===== config.mk =====
export PLATFORM = sky130hd
export DESIGN_NAME = sc_result_buffer_flat
export DESIGN_NICKNAME = d
export VERILOG_FILES = /design/src/rtl/sc_result_buffer_if.sv /design/src/rtl/sc_result_buffer.sv /design/src/flat_wrapper.sv
export SDC_FILE = /design/constraint.sdc
export NUM_CORES = 1
export LEC_CHECK = 0
export ABC_AREA = 1
export CAP_MARGIN = 25
export CORE_MARGIN = 3
export CORE_UTILIZATION = 51
export DETAILED_ROUTE_END_ITERATION = 10
export PLACE_DENSITY = 0.82
export SKIP_CTS_REPAIR_TIMING = 1
export SLEW_MARGIN = 20
export SYNTH_ARGS = -nofsm -noshare
export SYNTH_HDL_FRONTEND = slang
export SYNTH_SLANG_ARGS = --single-unit
export TNS_END_PERCENT = 1

===== constraint.sdc =====
create_clock -name SC_RESULTBUFFER_CLOCK_50 -period 2.7 [get_ports SC_RESULTBUFFER_CLOCK_50]
set_input_delay 0.81 -clock SC_RESULTBUFFER_CLOCK_50 [delete_from_list [all_inputs] [get_ports SC_RESULTBUFFER_CLOCK_50]]
set_output_delay 0.81 -clock SC_RESULTBUFFER_CLOCK_50 [all_outputs]
set_load 0.02 [all_outputs]

===== src/rtl/sc_result_buffer_if.sv =====
// ---------------------------------------------------------------------------
// sc_result_buffer_if
//   Handshake bundle between the bitwise ALU result mux (upstream), the
//   result buffer, and the writeback / status-flag consumers (downstream).
//
//   Upstream side : SC_RESULTBUFFER_data_InBUS, SC_RESULTBUFFER_valid_In
//                   -> buffer, SC_RESULTBUFFER_ready_Out <- buffer
//   Downstream    : SC_RESULTBUFFER_data_OutBUS, SC_RESULTBUFFER_zero_Out,
//                   SC_RESULTBUFFER_negative_Out, SC_RESULTBUFFER_valid_Out,
//                   SC_RESULTBUFFER_count_OutBUS <- buffer,
//                   SC_RESULTBUFFER_ready_In -> buffer
//
//   Modport slave  is used by the buffer itself.
//   Modport master is used by whatever drives/consumes the buffer (e.g. a bench).
// ---------------------------------------------------------------------------
interface sc_result_buffer_if #(
  parameter int NUMBER_DATAWIDTH = 8
);
  logic [NUMBER_DATAWIDTH-1:0] SC_RESULTBUFFER_data_InBUS;
  logic                        SC_RESULTBUFFER_valid_In;
  logic                        SC_RESULTBUFFER_ready_Out;
  logic [NUMBER_DATAWIDTH-1:0] SC_RESULTBUFFER_data_OutBUS;
  logic                        SC_RESULTBUFFER_zero_Out;
  logic                        SC_RESULTBUFFER_negative_Out;
  logic                        SC_RESULTBUFFER_valid_Out;
  logic                        SC_RESULTBUFFER_ready_In;
  logic [1:0]                  SC_RESULTBUFFER_count_OutBUS;

  modport slave (
    input  SC_RESULTBUFFER_data_InBUS,
    input  SC_RESULTBUFFER_valid_In,
    output SC_RESULTBUFFER_ready_Out,
    output SC_RESULTBUFFER_data_OutBUS,
    output SC_RESULTBUFFER_zero_Out,
    output SC_RESULTBUFFER_negative_Out,
    output SC_RESULTBUFFER_valid_Out,
    input  SC_RESULTBUFFER_ready_In,
    output SC_RESULTBUFFER_count_OutBUS
  );

  modport master (
    output SC_RESULTBUFFER_data_InBUS,
    output SC_RESULTBUFFER_valid_In,
    input  SC_RESULTBUFFER_ready_Out,
    input  SC_RESULTBUFFER_data_OutBUS,
    input  SC_RESULTBUFFER_zero_Out,
    input  SC_RESULTBUFFER_negative_Out,
    input  SC_RESULTBUFFER_valid_Out,
    output SC_RESULTBUFFER_ready_In,
    input  SC_RESULTBUFFER_count_OutBUS
  );
endinterface


===== src/rtl/sc_result_buffer.sv =====
// ---------------------------------------------------------------------------
// sc_result_buffer
//   Two-entry registered FIFO that captures bitwise ALU results with a
//   valid/ready handshake, tags each with zero/negative flags at capture,
//   and presents the oldest (head) entry to writeback. Breaks the
//   combinational path between the ALU and writeback back-pressure.
//
// Ports:
//   SC_RESULTBUFFER_CLOCK_50      : clock, rising-edge
//   SC_RESULTBUFFER_RESET_InHigh  : synchronous active-high reset
//   bus (sc_result_buffer_if.slave): upstream data/valid_In/ready_Out,
//                                   downstream data/zero/negative/valid_Out,
//                                   ready_In and occupancy count
// ---------------------------------------------------------------------------
module sc_result_buffer #(
  parameter int NUMBER_DATAWIDTH = 8
) (
  input logic               SC_RESULTBUFFER_CLOCK_50,
  input logic               SC_RESULTBUFFER_RESET_InHigh,
  sc_result_buffer_if.slave bus
);

  typedef enum logic [1:0] {
    EMPTY = 2'd0,
    ONE   = 2'd1,
    FULL  = 2'd2
  } state_t;

  state_t                      state_q, state_d;
  logic [NUMBER_DATAWIDTH-1:0] head_data_q, head_data_d;
  logic                        head_zero_q, head_zero_d;
  logic                        head_neg_q, head_neg_d;
  logic [NUMBER_DATAWIDTH-1:0] tail_data_q, tail_data_d;
  logic                        tail_zero_q, tail_zero_d;
  logic                        tail_neg_q, tail_neg_d;

  logic                        ready_out;
  logic                        valid_out;
  logic [1:0]                  count_out;
  logic                        push;
  logic                        pop;
  logic                        in_zero;
  logic                        in_neg;

  // Flags are derived once from the incoming result and stored with it.
  assign in_zero = (bus.SC_RESULTBUFFER_data_InBUS == '0);
  assign in_neg  = bus.SC_RESULTBUFFER_data_InBUS[NUMBER_DATAWIDTH-1];

  // State and storage registers; reset discards any held results.
  always_ff @(posedge SC_RESULTBUFFER_CLOCK_50) begin
    if (SC_RESULTBUFFER_RESET_InHigh) begin
      state_q     <= EMPTY;
      head_data_q <= '0;
      head_zero_q <= 1'b1;
      head_neg_q  <= 1'b0;
      tail_data_q <= '0;
      tail_zero_q <= 1'b1;
      tail_neg_q  <= 1'b0;
    end else begin
      state_q     <= state_d;
      head_data_q <= head_data_d;
      head_zero_q <= head_zero_d;
      head_neg_q  <= head_neg_d;
      tail_data_q <= tail_data_d;
      tail_zero_q <= tail_zero_d;
      tail_neg_q  <= tail_neg_d;
    end
  end

  // Next-state and entry update. The head only changes on a capture into
  // an empty/draining head or when the tail advances, so it stays frozen
  // while the consumer stalls and keeps the last popped value when EMPTY.
  always_comb begin
    state_d     = state_q;
    head_data_d = head_data_q;
    head_zero_d = head_zero_q;
    head_neg_d  = head_neg_q;
    tail_data_d = tail_data_q;
    tail_zero_d = tail_zero_q;
    tail_neg_d  = tail_neg_q;
    unique case (state_q)
      EMPTY: begin
        if (push) begin
          state_d     = ONE;
          head_data_d = bus.SC_RESULTBUFFER_data_InBUS;
          head_zero_d = in_zero;
          head_neg_d  = in_neg;
        end
      end
      ONE: begin
        if (push && pop) begin
          // Head leaves and is replaced by the new result in the same cycle.
          head_data_d = bus.SC_RESULTBUFFER_data_InBUS;
          head_zero_d = in_zero;
          head_neg_d  = in_neg;
        end else if (push) begin
          state_d     = FULL;
          tail_data_d = bus.SC_RESULTBUFFER_data_InBUS;
          tail_zero_d = in_zero;
          tail_neg_d  = in_neg;
        end else if (pop) begin
          state_d = EMPTY;
        end
      end
      FULL: begin
        if (pop) begin
          state_d     = ONE;
          head_data_d = tail_data_q;
          head_zero_d = tail_zero_q;
          head_neg_d  = tail_neg_q;
        end
      end
      default: state_d = EMPTY;
    endcase
  end

  // Handshake outputs depend only on registered state (and reset for ready),
  // never on ready_In, so there is no combinational loop through the consumer.
  always_comb begin
    ready_out = (state_q != FULL) && !SC_RESULTBUFFER_RESET_InHigh;
    valid_out = (state_q != EMPTY);
    unique case (state_q)
      EMPTY:   count_out = 2'd0;
      ONE:     count_out = 2'd1;
      FULL:    count_out = 2'd2;
      default: count_out = 2'd0;
    endcase
    push = bus.SC_RESULTBUFFER_valid_In && ready_out;
    pop  = valid_out && bus.SC_RESULTBUFFER_ready_In;
  end

  assign bus.SC_RESULTBUFFER_ready_Out    = ready_out;
  assign bus.SC_RESULTBUFFER_valid_Out    = valid_out;
  assign bus.SC_RESULTBUFFER_count_OutBUS = count_out;
  assign bus.SC_RESULTBUFFER_data_OutBUS  = head_data_q;
  assign bus.SC_RESULTBUFFER_zero_Out     = head_zero_q;
  assign bus.SC_RESULTBUFFER_negative_Out = head_neg_q;

endmodule

===== src/flat_wrapper.sv =====
// flat-port wrapper written by rule: the top's interface ports become plain ports
module sc_result_buffer_flat 
#(
  parameter int NUMBER_DATAWIDTH = 8
)
  (SC_RESULTBUFFER_CLOCK_50, SC_RESULTBUFFER_RESET_InHigh, bus_SC_RESULTBUFFER_data_InBUS, bus_SC_RESULTBUFFER_valid_In, bus_SC_RESULTBUFFER_ready_Out, bus_SC_RESULTBUFFER_data_OutBUS, bus_SC_RESULTBUFFER_zero_Out, bus_SC_RESULTBUFFER_negative_Out, bus_SC_RESULTBUFFER_valid_Out, bus_SC_RESULTBUFFER_ready_In, bus_SC_RESULTBUFFER_count_OutBUS);
  sc_result_buffer_if #(.NUMBER_DATAWIDTH(NUMBER_DATAWIDTH)) bus_i ();
  input logic SC_RESULTBUFFER_CLOCK_50;
  input logic SC_RESULTBUFFER_RESET_InHigh;
  input wire logic [$bits(bus_i.SC_RESULTBUFFER_data_InBUS)-1:0] bus_SC_RESULTBUFFER_data_InBUS;
  input wire logic [$bits(bus_i.SC_RESULTBUFFER_valid_In)-1:0] bus_SC_RESULTBUFFER_valid_In;
  output wire logic [$bits(bus_i.SC_RESULTBUFFER_ready_Out)-1:0] bus_SC_RESULTBUFFER_ready_Out;
  output wire logic [$bits(bus_i.SC_RESULTBUFFER_data_OutBUS)-1:0] bus_SC_RESULTBUFFER_data_OutBUS;
  output wire logic [$bits(bus_i.SC_RESULTBUFFER_zero_Out)-1:0] bus_SC_RESULTBUFFER_zero_Out;
  output wire logic [$bits(bus_i.SC_RESULTBUFFER_negative_Out)-1:0] bus_SC_RESULTBUFFER_negative_Out;
  output wire logic [$bits(bus_i.SC_RESULTBUFFER_valid_Out)-1:0] bus_SC_RESULTBUFFER_valid_Out;
  input wire logic [$bits(bus_i.SC_RESULTBUFFER_ready_In)-1:0] bus_SC_RESULTBUFFER_ready_In;
  output wire logic [$bits(bus_i.SC_RESULTBUFFER_count_OutBUS)-1:0] bus_SC_RESULTBUFFER_count_OutBUS;
  assign bus_i.SC_RESULTBUFFER_data_InBUS = bus_SC_RESULTBUFFER_data_InBUS;
  assign bus_i.SC_RESULTBUFFER_valid_In = bus_SC_RESULTBUFFER_valid_In;
  assign bus_SC_RESULTBUFFER_ready_Out = bus_i.SC_RESULTBUFFER_ready_Out;
  assign bus_SC_RESULTBUFFER_data_OutBUS = bus_i.SC_RESULTBUFFER_data_OutBUS;
  assign bus_SC_RESULTBUFFER_zero_Out = bus_i.SC_RESULTBUFFER_zero_Out;
  assign bus_SC_RESULTBUFFER_negative_Out = bus_i.SC_RESULTBUFFER_negative_Out;
  assign bus_SC_RESULTBUFFER_valid_Out = bus_i.SC_RESULTBUFFER_valid_Out;
  assign bus_i.SC_RESULTBUFFER_ready_In = bus_SC_RESULTBUFFER_ready_In;
  assign bus_SC_RESULTBUFFER_count_OutBUS = bus_i.SC_RESULTBUFFER_count_OutBUS;
  sc_result_buffer #(.NUMBER_DATAWIDTH(NUMBER_DATAWIDTH)) u_core (.SC_RESULTBUFFER_CLOCK_50(SC_RESULTBUFFER_CLOCK_50), .SC_RESULTBUFFER_RESET_InHigh(SC_RESULTBUFFER_RESET_InHigh), .bus(bus_i));
endmodule

# Yosys cells after proc, flatten, opt, wreduce, memory -nomap -nowiden
# Cells that the tools add are included.
[classes]
eq_ne = 8
mux = 19
bitwise = 1
n_reduce_logical = 12
[op_table]
columns = ["op", "count"]
rows = [
  ["$mux 8", 3],
  ["$pmux 8 s3", 1],
  ["$mux 2", 5],
  ["$logic_not 8->1", 1],
  ["$reduce_and 4->1", 2],
  ["$mux 1", 6],
  ["$ne 2x1->1 const B", 3],
  ["$pmux 1 s3", 2],
  ["$pmux 2 s3", 1],
  ["$logic_and 1x1->1", 4],
  ["$ne 2x2->1 const B", 2],
  ["$pmux 2 s2", 1],
  ["$ne 3x1->1 const B", 1],
  ["$reduce_and 3->1", 1],
  ["$reduce_bool 3->1", 1],
  ["$eq 2x1->1 const B", 1],
  ["$eq 2x2->1 const B", 1],
  ["$logic_not 2->1", 1],
  ["$reduce_bool 2->1", 1],
  ["$logic_not 1->1", 1],
  ["$not 1->1", 1],
]
[word_totals]
register_bits = 22
input_bits = 12
out_inout_bits = 14
elab_cells = 47

# Depth between registers and ports, before layout
[depth]
ltp_word = 6
mapped_depth = 8
mapped_depth_nobuf = 8

# Worst setup path before layout
# Ideal clock, no wire load.
[synth_path]
kind = "register to output"
start = "register u_core.state_q[0]"
end = "output bus_SC_RESULTBUFFER_ready_Out"
arrival_time_ns = 1.137
slack_ns = 0.753
path_stages_with_launch = 6
path_buffers = 1
cell_sequence = "dfxtp_1 inv_2 nand2_4 buf_4 inv_1 nor2_1"
[synth_between]
elab_chain_cells = 2
[synth_lines]
columns = ["item", "line", "source"]
rows = [
  ["start: declaration", "sc_result_buffer.sv:29", "state_t state_q, state_d;"],
  ["start signal: assignment", "sc_result_buffer.sv:60", "state_q <= state_d;"],
  ["$ne 2x2->1", "sc_result_buffer.sv:120", "ready_out = (state_q != FULL) && !SC_RESULTBUFFER_RESET_InHigh;"],
  ["$logic_and 1x1->1", "sc_result_buffer.sv:120", ""],
  ["end: declaration", "flat_wrapper.sv:12", "output wire logic [$bits(bus_i.SC_RESULTBUFFER_ready_Out)-1:0] bus_SC_RESULTBUFFER_ready_Out;"],
]
# No other way between the ends.

# Worst setup path after layout
[layout_path]
start = "register u_core.state_q[0]"
end = "output bus_SC_RESULTBUFFER_count_OutBUS[1]"
[layout_between]
elab_chain_cells = 2
[layout_lines]
columns = ["item", "line", "source"]
rows = [
  ["$eq 2x2->1 / $eq 2x1->1 (equally long branches)", "sc_result_buffer.sv:122", "unique case (state_q)"],
  ["$pmux 2 s2 (*)", "sc_result_buffer.sv:122", ""],
  ["end: declaration", "flat_wrapper.sv:18", "output wire logic [$bits(bus_i.SC_RESULTBUFFER_count_OutBUS)-1:0] bus_SC_RESULTBUFFER_count_OutBUS;"],
]
# Every way passes the cells marked *; elsewhere a longest branch is shown, timed or not.

==> reports/qor.yml <==
outcome: "completed"
slew_headroom_pct: 82.5
wirelength_mm: 2.31
grt-ovfl-total: 0
period_needed_ns: 2.58
wl_met1_mm: 1.02
syn_inst: 148
clk_latency_ns: 0.30
cts_root_buffer: "clkbuf_4"
dpl_cell_area_mm2: 0.00132
cp-start-kind: "flop"
first_pass_iters: 4
antenna_cells: 0
antenna_left: 0
nets: 188
port_buffers: 25
grtUsageTotal_pct: 20.5
power_density_mw_per_mm2: 498
setup_slack_ns: 0.125
fin_skew_ns: 0.000869
leakage_uw: 0.000621
layout-drive-gt1-share_pct: 16.6
cts_made_buffers: 3
clkSinkCount: 20
dp_hpwl_mm: 1.77
die_y_um: 51.3
cp.required_ns: 1.89
fillers: 159
netlist_area_mm2: 0.00105
synth.distinct_cells: 20
rsz0062_at_grt: "false"
avgViaCountPerCell: 5.00
path_buf_inv: 3
ctsLongestPathBuffers: 2
arrival_ns: 1.77
drv_cap: 0
drcViolationCount: 0
die_area_mm2: 0.00263
clkTransAtPathRegs_ns: 0.11
crit_family: "buffers and inverters"
finalSetupViolCount: 0
synth_top_area_share_pct: 38.3
critPathMaxStageDelay_ns: 0.63
grt_first_pass_wirelength_mm: 4.05
cts_tree: "built"
fp.coreArea_mm2: 0.00182
path_class: "reg -> out"
wl_met2_mm: 1.14
async_reset_ff_share_pct: 0
endpoint_kind: "primary output"
peakVddDrop_v: 0.000542
yosysTopAreaCell: "dfxtp_1"
rows: 15
synth_edf_count: 0
vias: 999
crit_fanout: 11
hp-class: "reg -> reg"
power_uw: 675
grt_pass1_vias: 916
timing.fmax_ghz: 0.388
io_pins: 26
wl_per_cell_um: 11.6
yosysSeqAreaShare_pct: 38.3
synth_seq_cells: 20
ys_warn_count: 0
synth.net_count: 160
initial_core_util_pct: 57.5
syn2layout_area_growth_pct: 29.5
grt_max_degree: 20
gp_congestion: 0.812
synth.most_common_cell: "nand2_1"
ys.flop_type: "dfxtp_1"
netlist_top_cells_count: "nand2_1 (34), nor2_1 (33), dfxtp_1 (20)"
hold_violations: 0
final_area_mm2: 0.00136
wl_met3_um: 127
cp_cell_sequence: "inv_2 > nand2_4 > inv_1 > clkdlybuf4s50_1"
place_ws_ns: -0.115
period_share_pct: 95.4
finalMaxSlewViolations: 0
hold_slack_ns: 0.490
top_layer_used: "met4"
synthTopCellsByArea: "dfxtp_1 (38%), nand2_1 (12%), nor2_1 (12%), nand3b_1 (5.7%), nor2_2 (5.4%)"
die_w_um: 51.3
cts_max_level: 1
tightestPinTransition_ns: 0.262
first_iter_violations: 20
slowest_stage: "clkdlybuf4s50_1"
syn_area_per_cell_um2: 7.07
antenna_found_initial: 0
## worst min-delay path: stages (launching register included)
cell     delay (ns)
dfxtp_1        0.34
nand2_1        0.06
nand3_1        0.05
## per-stage QoR
stage               util [%]  setup TNS, ns  instances
CTS                     74.2         -0.114        200
global placement        72.2        -0.0424        196
detailed placement      72.2         -0.115        196
floorplan                  -              0        148
finish                  74.4              0        200
global route            74.4              0        200
## cells in the final DEF, fill, tap and decap left out
| cell | instances |
|---|---|
| o21ai_0 | 8 |
| nand2_2 | 2 |
| nand2_4 | 4 |
| nand2_1 | 34 |
| a21oi_1 | 1 |
| nand3b_1 | 8 |
| dfxtp_2 | 1 |
| nor2_4 | 2 |
| nor3_1 | 2 |
| inv_6 | 1 |
| nand3_4 | 1 |
| nor2_1 | 33 |
| inv_2 | 2 |
| clkdlybuf4s50_1 | 24 |
| dfxtp_1 | 19 |
| clkbuf_8 | 1 |
| inv_1 | 5 |
| nor2_2 | 9 |
| clkbuf_4 | 3 |
| nand3_1 | 11 |
| dlymetal6s2s_1 | 1 |
| buf_4 | 3 |
## layer usage
layer,vias to the layer above,global-route usage (%)
met5,-,0
met1,446,25.1
met3,4,3.50
li1,521,-
met2,28,36.3
met4,0,6.55
## power breakdown
| group | internal (µW) | leakage [µW] | switching [µW] | total [µW] |
|---|---|---|---|---|
| Clock | 82.2 | 0.0000210 | 89.1 | 171 |
| Combinational | 79.8 | 0.000436 | 95.4 | 175 |
| Sequential | 314 | 0.000164 | 14.3 | 328 |
## layout make-up
| cell class | count | area (µm²) | area share [%] |
|---|---|---|---|
| clock buffers | 4 | 36.3 | 2.68 |
| repair buffers | 28 | 275 | 20.3 |
| well taps | 25 | 31.3 | 2.31 |
| multi-input cells | 115 | 576 | 42.5 |
| flip-flops and latches | 20 | 402 | 29.6 |
| inverters | 8 | 35.0 | 2.59 |
## final timing paths
path | startpoint | to | slack (ns) | depth (start not counted)
hold reg to reg | u_core.tail_zero_q | u_core.tail_zero_q | 0.49 | 2
hold / removal | u_core.tail_zero_q | u_core.tail_zero_q | 0.49 | 2
setup reg to reg | u_core.state_q[0] | u_core.tail_data_q[2] | 1.24 | 7
setup / recovery | u_core.state_q[0] | bus_SC_RESULTBUFFER_count_OutBUS[1] | 0.12 | 4
## sequential cells by signal (all words and copies together), names as in the netlist
register	count
u_core.tail_data_q	7
u_core.tail_neg_q	1
u_core.state_q	2
u_core.bus.SC_RESULTBUFFER_zero_Out	1
u_core.bus.SC_RESULTBUFFER_data_OutBUS	8
u_core.tail_zero_q	1
## cells by family (layout without fill, tap and decap cells)
group	count (synthesis)	in the layout	share of synthesized area (%)
buffers and inverters	13	40	6.70
flip-flops	20	20	38.3
AND/OR/NAND/NOR	106	106	50.7
AO/OA/AOI/OAI	9	9	4.31
(Power assumes the default switching activity.)
